### src/rtl/en_ack_pkg.sv
// rtl/en_ack_pkg.sv - shared FSM state type and counter sizing for en_ack_responder
package en_ack_pkg;

    localparam int DEFAULT_WIDTH = 8;

    typedef enum logic [1:0] {
        IDLE    = 2'd0,
        COMPUTE = 2'd1,
        ACK     = 2'd2,
        RELEASE = 2'd3
    } state_t;

    // Counter must hold values 0..WIDTH inclusive.
    function automatic int cnt_width(input int w);
        return $clog2(w + 1);
    endfunction

    localparam int ITER_CNT_W = cnt_width(DEFAULT_WIDTH);

endpackage

### src/rtl/en_ack_responder_shift_add_step.sv
// rtl/en_ack_responder_shift_add_step.sv - one combinational shift-add multiply iteration
module shift_add_step
    import en_ack_pkg::*;
#(
    parameter int WIDTH = DEFAULT_WIDTH
) (
    input  logic [2*WIDTH-1:0] acc,
    input  logic [2*WIDTH-1:0] a,
    input  logic [WIDTH-1:0]   b,
    output logic [2*WIDTH-1:0] acc_next,
    output logic [2*WIDTH-1:0] a_next,
    output logic [WIDTH-1:0]   b_next
);

    always_comb begin
        acc_next = b[0] ? (acc + a) : acc;
        a_next   = a << 1;
        b_next   = b >> 1;
    end

endmodule

### src/rtl/en_ack_responder.sv
// rtl/en_ack_responder.sv - en/ack responder running an iterative shift-add multiply
// Optional macro EN_ACK_RESPONDER_EARLY_ZERO_EN: finish COMPUTE once the multiplier is exhausted.
module en_ack_responder
    import en_ack_pkg::*;
#(
    parameter int WIDTH = DEFAULT_WIDTH
) (
    input  logic               clk,
    input  logic               rst,
    input  logic               en,
    input  logic [WIDTH-1:0]   a_in,
    input  logic [WIDTH-1:0]   b_in,
    output logic               ack,
    output logic               busy,
    output logic [2*WIDTH-1:0] product
);

    localparam int CW = cnt_width(WIDTH);

    state_t             state;
    logic [2*WIDTH-1:0] acc;
    logic [2*WIDTH-1:0] a_reg;
    logic [WIDTH-1:0]   b_reg;
    logic [CW-1:0]      iter;

    logic [2*WIDTH-1:0] acc_nx;
    logic [2*WIDTH-1:0] a_nx;
    logic [WIDTH-1:0]   b_nx;
    logic               last_step;

    shift_add_step #(.WIDTH(WIDTH)) u_step (
        .acc      (acc),
        .a        (a_reg),
        .b        (b_reg),
        .acc_next (acc_nx),
        .a_next   (a_nx),
        .b_next   (b_nx)
    );

`ifdef EN_ACK_RESPONDER_EARLY_ZERO_EN
    // Remaining iterations add nothing once b has shifted out to zero.
    assign last_step = (iter == CW'(WIDTH - 1)) || (b_nx == '0);
`else
    assign last_step = (iter == CW'(WIDTH - 1));
`endif

    always_ff @(posedge clk or posedge rst) begin
        if (rst) begin
            state   <= IDLE;
            acc     <= '0;
            a_reg   <= '0;
            b_reg   <= '0;
            iter    <= '0;
            ack     <= 1'b0;
            busy    <= 1'b0;
            product <= '0;
        end else begin
            case (state)
                IDLE: begin
                    ack <= 1'b0;
                    if (en) begin
                        a_reg <= {{WIDTH{1'b0}}, a_in};
                        b_reg <= b_in;
                        acc   <= '0;
                        iter  <= '0;
                        busy  <= 1'b1;
                        state <= COMPUTE;
                    end
                end
                COMPUTE: begin
                    acc   <= acc_nx;
                    a_reg <= a_nx;
                    b_reg <= b_nx;
                    iter  <= iter + 1'b1;
                    if (last_step) begin
                        product <= acc_nx;
                        ack     <= 1'b1;
                        state   <= ACK;
                    end
                end
                ACK: begin
                    ack   <= 1'b0;
                    busy  <= 1'b0;
                    state <= en ? RELEASE : IDLE;
                end
                RELEASE: begin
                    ack  <= 1'b0;
                    busy <= 1'b0;
                    // A held request must drop before another is accepted.
                    if (!en) begin
                        state <= IDLE;
                    end
                end
                default: begin
                    ack   <= 1'b0;
                    busy  <= 1'b0;
                    state <= IDLE;
                end
            endcase
        end
    end

endmodule
### config.mk
export PLATFORM = sky130hd
export DESIGN_NAME = en_ack_responder
export DESIGN_NICKNAME = d
export VERILOG_FILES = /design/src/rtl/en_ack_pkg.sv /design/src/rtl/en_ack_responder_shift_add_step.sv /design/src/rtl/en_ack_responder.sv
export SDC_FILE = /design/constraint.sdc
export NUM_CORES = 1
export LEC_CHECK = 0
export ABC_CLOCK_PERIOD_IN_PS = 2600
export CORE_UTILIZATION = 52
export CTS_CLUSTER_DIAMETER = 80
export DETAILED_ROUTE_END_ITERATION = 6
export PLACE_DENSITY = 0.78
export SKIP_CTS_REPAIR_TIMING = 1
export SYNTH_ARGS = -nofsm -noshare
export SYNTH_HDL_FRONTEND = slang
export SYNTH_HIERARCHICAL = 1
export SYNTH_SLANG_ARGS = --single-unit
### constraint.sdc
create_clock -name clk -period 2.6 [get_ports clk]
set_input_delay 0.52 -clock clk [delete_from_list [all_inputs] [get_ports clk]]
set_output_delay 0.52 -clock clk [all_outputs]
set_load 0.02 [all_outputs]
==> impl_metrics.ini <==
[outcome]
status = finished with violations
violations = setup timing

[layout]
nets = 387
stdcell_count = 452
area_delta_synth_final_pct = 16.4
regArea_mm2 = 0.00160
num-fill-cells = 554
multi_input_area_mm2 = 0.00187
antenna_cells = 0
drive_gt1_share_pct = 21.1

[timing]
finalCriticalPeriod_ps = 2620
finalWorstSetupSlack_ps = -22.6
setup-violations-final = 2
finalCritPeriodShare_pct = 101
fmax_mhz = 381
hold_viol = 0
worst_pin_slew_ps = 934
rsz0062_at_grt = yes
relSlewSlack_pct = 37.8
fin_worst_skew_ps = 9.20
maxSlewViolCount = 0

[drt]
dr_wl_met3_um = 284
dr_wl_met2_um = 3250
drc = 0
drt_pre_antenna_iters = 4
vias = 2516
finalWirelength_um = 6820
vias_per_cell = 5.57
drt_iter0_drc = 176
drtAntennaViolNets = 0
wl_met1_um = 3170
top_layer = met4
avgRoutedWirePerCell_um = 15.1

[floorplan]
placementRows = 30
core_mm2 = 0.00683
io_pins = 37
dieArea_mm2 = 0.00748
start_util_pct = 54.3
die_x_um = 86.5
die-height_um = 86.5

[cts]
clk_latency_ps = 340
cts_sinks = 64
clockRootBuffer = clkbuf_8
cts_tree = yes
clock_path_buffers = 2
cts_buffers = 9
path_clk_slew_ps = 70
h-tree-depth = 3

[power_and_ir_drop]
p_total_uw = 6710
peakVddDrop_v = 0.000808
cellLeakagePower_uw = 0.00199
power_density_mw_per_mm2 = 1550

[logic_synthesis]
yosysTopAreaCell = dfrtp_1
synth_mux_area_share_pct = 13.4
synth_top_family_by_area = compound AO/OA/AOI/OAI gates
syn_inst = 331
synthTopCellsByCount = dfrtp_1 (64), nand2_1 (29), buf_4 (27)
yosys.cell_count.top_type = dfrtp_1
postSynthAreaPerCell_um2 = 11.2
synth_area_leaders = dfrtp_1 (43%), mux2_2 (6.1%), a22o_1 (5.9%)
seq_area_frac_synth_pct = 43.2
ys_warn_count = 6
ys_ff_latch = 64
synth_compound_area_share_pct = 18.2
synth-xor-area-share_pct = 3.07
synthAdderAreaFrac_pct = 5.93
synthSimpleGateAreaFrac_pct = 8.36
netlist.area_leader.share_pct = 43.2
synth_area_mm2 = 0.00371
synth_ff_type = dfrtp_1
synth_enable_flop_cells = 0
synth_cell_type_count = 55
synthArstFlopShare_pct = 100

[setup_path]
cp_cell_sequence = ha_2, fa_2, a21o_4, a221oi_4, o211ai_2, a31oi_2, xnor2_1, mux2_4, mux2_4
reg2reg_to = product[12]
crit_type = reg2reg
cpMostUsedCell = mux2_4
startpoint = a_reg[0]
start_kind = flip-flop
worstReg2RegStart = a_reg[0]
r2r_cells = 9
r2r_slack_ps = -20
cp_slowest_cell = dfrtp_1
end_kind = flip-flop
cp_max_fo = 4
worstPathRequired_ps = 2830
arrival_ps = 2850
slowest_delay_ps = 390

[grt]
grt_max_degree = 65
grt_pass1_vias = 2624
grt_pass1_wl_um = 12100
grt_usage_pct = 21.1
antenna_found_initial = 0
grt.overflow.total = 0

[placed_design]
dp_slack_ps = -72.6
routabilityCongestion = 0.885
numPortBuffers = 36
dp_hpwl_um = 4550
place_inst = 435

[hold_path]
hold_depth = 2
holdPathEnd = b_reg[4]
hp-class = reg2reg
min_from = b_reg[4]

[flow_run]
drv_cap = 0
[critical path, delay by kind of cell, from the launching register on]
kind                     cells  cell delay, ps
XOR/XNOR                     1              90
flip-flops                   1             390
adder cells (fa/ha/maj)      2             570
AO/OA/AOI/OAI                4             950
multiplexers                 2             530
[worst max-delay path by stage]
stage	slack (ps)	cells past startpoint	endpoint
finish	-20	9	product[12]
global route	-110	9	product[10]
CTS	-110	9	product[14]
detailed placement	-70	9	product[14]
global placement	-60	9	product[10]
floorplan	50	9	product[14]
[layer usage]
layer,global-route usage (%),up-vias
met1,27.6,1231
li1,-,1225
met4,10.8,0
met3,4.57,10
met2,33.0,50
met5,0,-
[cell families (layout without fill, tap and decap cells)]
group | count (synthesis) | in the layout
AOI/OAI and AO/OA | 90 | 90
xor gates and xnor gates | 13 | 13
adders and majority gates | 17 | 17
buffers and inverters | 44 | 68
DFF | 64 | 64
muxes | 43 | 43
other | 1 | 2
and+or+nand+nor | 59 | 59
[stage by stage]
stage	hold WS, ps	util, %	TNS, ps	area [µm²]
global placement	465	59.2	-127	4040
finish	490	63.2	-22.9	4320
detailed placement	472	59.2	-199	4040
global route	525	63.2	-374	4320
floorplan	451	-	0	3710
CTS	495	62.6	-369	4280
[cells in the final DEF (no fill, tap or decap), types with 2 or more instances in the layout]
cell and instances:
buf_4 7, clkbuf_8 12, xnor2_1 10, conb_1 2, o21ai_1 2, nand2b_1 2
nand3_1 4, and3_1 2, bufinv_16 2, clkbuf_1 2, buf_12 3, o21ai_0 19
dfrtp_1 64, a22o_1 25, xor2_1 3, a221o_1 2, mux2_4 10, nand2_1 29
and3_2 3, inv_1 5, a21o_1 3, mux2i_1 15, a21oi_1 15, a21o_2 3
clkdlybuf4s50_1 36, ha_1 15, o22ai_1 3, nor2_1 8, mux2_2 18, a31oi_1 3
[layout make-up]
type,instances,share of cell area (%)
multi-input combinational,224,43.3
clock buffer,14,4.00
tap,96,2.78
timing repair buffer,46,11.0
sequential,64,37.1
clock inverter,2,1.39
inverter,6,0.522
[where the power goes]
group,switching [µW],internal (µW)
registers,425,1490
clock network,370,620
logic,1840,1970
Note: power is estimated with default switching activity, not from simulation.
==> variant: new RTL, same settings <==
Add a define of `EN_ACK_RESPONDER_EARLY_ZERO_EN`.
--- a/src/rtl/en_ack_responder.sv
+++ b/src/rtl/en_ack_responder.sv
@@ -2,2 +2,4 @@
 // Optional macro EN_ACK_RESPONDER_EARLY_ZERO_EN: finish COMPUTE once the multiplier is exhausted.
+`define EN_ACK_RESPONDER_EARLY_ZERO_EN
+
 module en_ack_responder
Check against the original RTL: not equivalent (a bounded check fails within 4 cycles, from zero or initial values and one cycle with rst high).
==> variant against the original RTL <==
Setup slack improved by 0.090 ns. Via count increased by 25%. Sequential cell count unchanged. Routed wire length increased by 29%. Non-clock buffer count increased by 10. Critical path type unchanged. Power decreased by 8.6%. Highest routed layer unchanged. Largest power group unchanged. First-iteration DRC count increased by 0.57%. Clock skew decreased by 0.0044 ns. Area after synthesis increased by 5.1%. Design area increased by 4.2%.
==> variant: results (changes against the original RTL) <==
Outcome
  • Status: finished, final reports clean

Pwr
  • Leak Pwr: 0.00197 uW (-1.0%)
  • Peak supply drop: 0.000623 V (-23%)

Global route
  • Vias in the first global route: 3,011 (+15%)
  • Initial antenna violation count: 0 (unchanged)
  • First-pass GRT wire length: 14,400 um (+19%)
  • Gr usage total: 0.242 (+0.0315)

Synth
  • Synth top cells by count: nand2_1, dfrtp_1, o211ai_1, buf_4, o21ai_0
  • Top post-synthesis cells by area: dfrtp_1, nand2_1, ha_1
  • Register area share after synthesis: 0.411 (-0.0210)
  • FFs w/ async S/R, synth: 1.00 (unchanged)
  • Post-Synthesis Cells: 406 (+23%)
  • Synth unique cells: 56 (+1.8%)
  • Mux contribution to synthesized area: 0.0414 (-0.0921)
  • Area share of fa/ha/maj cells after synthesis: 0.0564 (-0.00289)
  • Post-synthesis compound-gate area fraction: 0.237 (+0.0553)
  • Ys flop type: dfrtp_1
  • Synth Area in XOR/XNOR: 0.0292 (-0.00150)

Min path
  • Hold Crit Class: flop to flop
  • Hold Path Stages: 2 (unchanged)
  • Hold-critical path endpoint: acc[5]
  • Min-delay src: acc[5]

Setup path
  • Worst Path Arrival: 2.74 ns (-0.11 ns)
  • CP max FO: 4 (unchanged)
  • RR Startpoint: a_reg[0]
  • Flop2flop setup slack: 0.07 ns (+0.09 ns)
  • R2r worst-path depth: 10 (+1)

Place
  • Cell count after placement: 511 (+17%)
  • Pre-CTS setup slack: 0.0120 ns (+0.0846 ns)
  • Area of placed instances: 0.00424 mm2 (+4.7%)
  • Final HPWL DP: 5750 um (+26%)
  • GPL Wtd Cong: 0.867 (-2.1%)

STA
  • Hold Fails Final Rpt: 0 (unchanged)
  • Hold slack: 0.508 ns (+0.0190 ns)
  • Fin Clk Skew: 0.00484 ns (-0.00436 ns)
  • Least-Margin Pin Slew: 0.899 ns (-0.0348 ns)
  • Final Critical Period: 2.53 ns (-0.0904 ns)

Detailed routing
  • Initial DRT Pass Iterations: 4 (unchanged)
  • Post-DR wirelength/cell: 16.6 um (+9.9%)
  • Vias: 3,138 (+25%)
  • Drt first-iter violations: 177 (+0.57%)
  • Total wire length: 8790 um (+29%)

Clock network
  • H-Tree Depth: 3 (unchanged)
  • Root buffer cell: clkbuf_8

Layout
  • Layout cells sized above 1: 0.183 (-0.0274)
  • ANT cells: 0 (unchanged)
  • Layout fillers: 580 (+4.7%)
  • Layout net count: 462 (+19%)
variant: layer usage:
metal | global-route usage | vias to the layer above | routed length, um
met4 | 0.126 | 0 | 282
met2 | 0.390 | 90 | 4170
met3 | 0.0457 | 28 | 320
met5 | 0 | - | 0
li1 | - | 1481 | -
met1 | 0.311 | 1539 | 4020
variant: critical path: cells and delay by family, from the launching register on:
kind            cells  cell delay, ns
flops               1            0.40
mux                 1            0.26
xor+xnor            1            0.10
fa+ha+maj           2            0.58
compound gates      5            0.98
simple gates        1            0.07
variant: cells by family after synthesis:
family / count (synthesis)
flip-flops: 64
other: 1
adder cells (fa/ha/maj): 17
XOR/XNOR: 13
buffers and inverters: 53
AND/OR/NAND/NOR: 124
AO/OA/AOI/OAI: 120
multiplexers: 14
variant: worst max-delay path by stage:
stage	to	cells after the start	startpoint
floorplan	product[10]	10	a_reg[0]
global placement	product[14]	10	a_reg[0]
detailed placement	product[12]	10	a_reg[0]
CTS	product[12]	10	a_reg[0]
global route	product[12]	10	a_reg[0]
finish	product[12]	10	a_reg[0]
variant: power breakdown:
part / leakage (uW) / internal [uW] / switching [uW]
combinational: 0.00109 / 1520 / 1850
clock: 0.000113 / 547 / 385
sequential: 0.000766 / 1420 / 417
total: 0.00197 / 3480 / 2650
variant: layout make-up:
type	instances	share of cell area
clock buffer	14	0.0406
clock inverter	2	0.00779
inverter	5	0.00417
multi-input combinational	290	0.445
sequential	64	0.356
tap	99	0.0275
timing repair buffer	56	0.119
variant: metrics by stage:
step	TNS, ns	utilization
2_1_floorplan	0	-
3_3_place_gp	0	0.584
3_5_place_dp	0	0.584
4_1_cts	-0.0408	0.614
5_1_grt	-0.0783	0.620
6_report	0	0.620
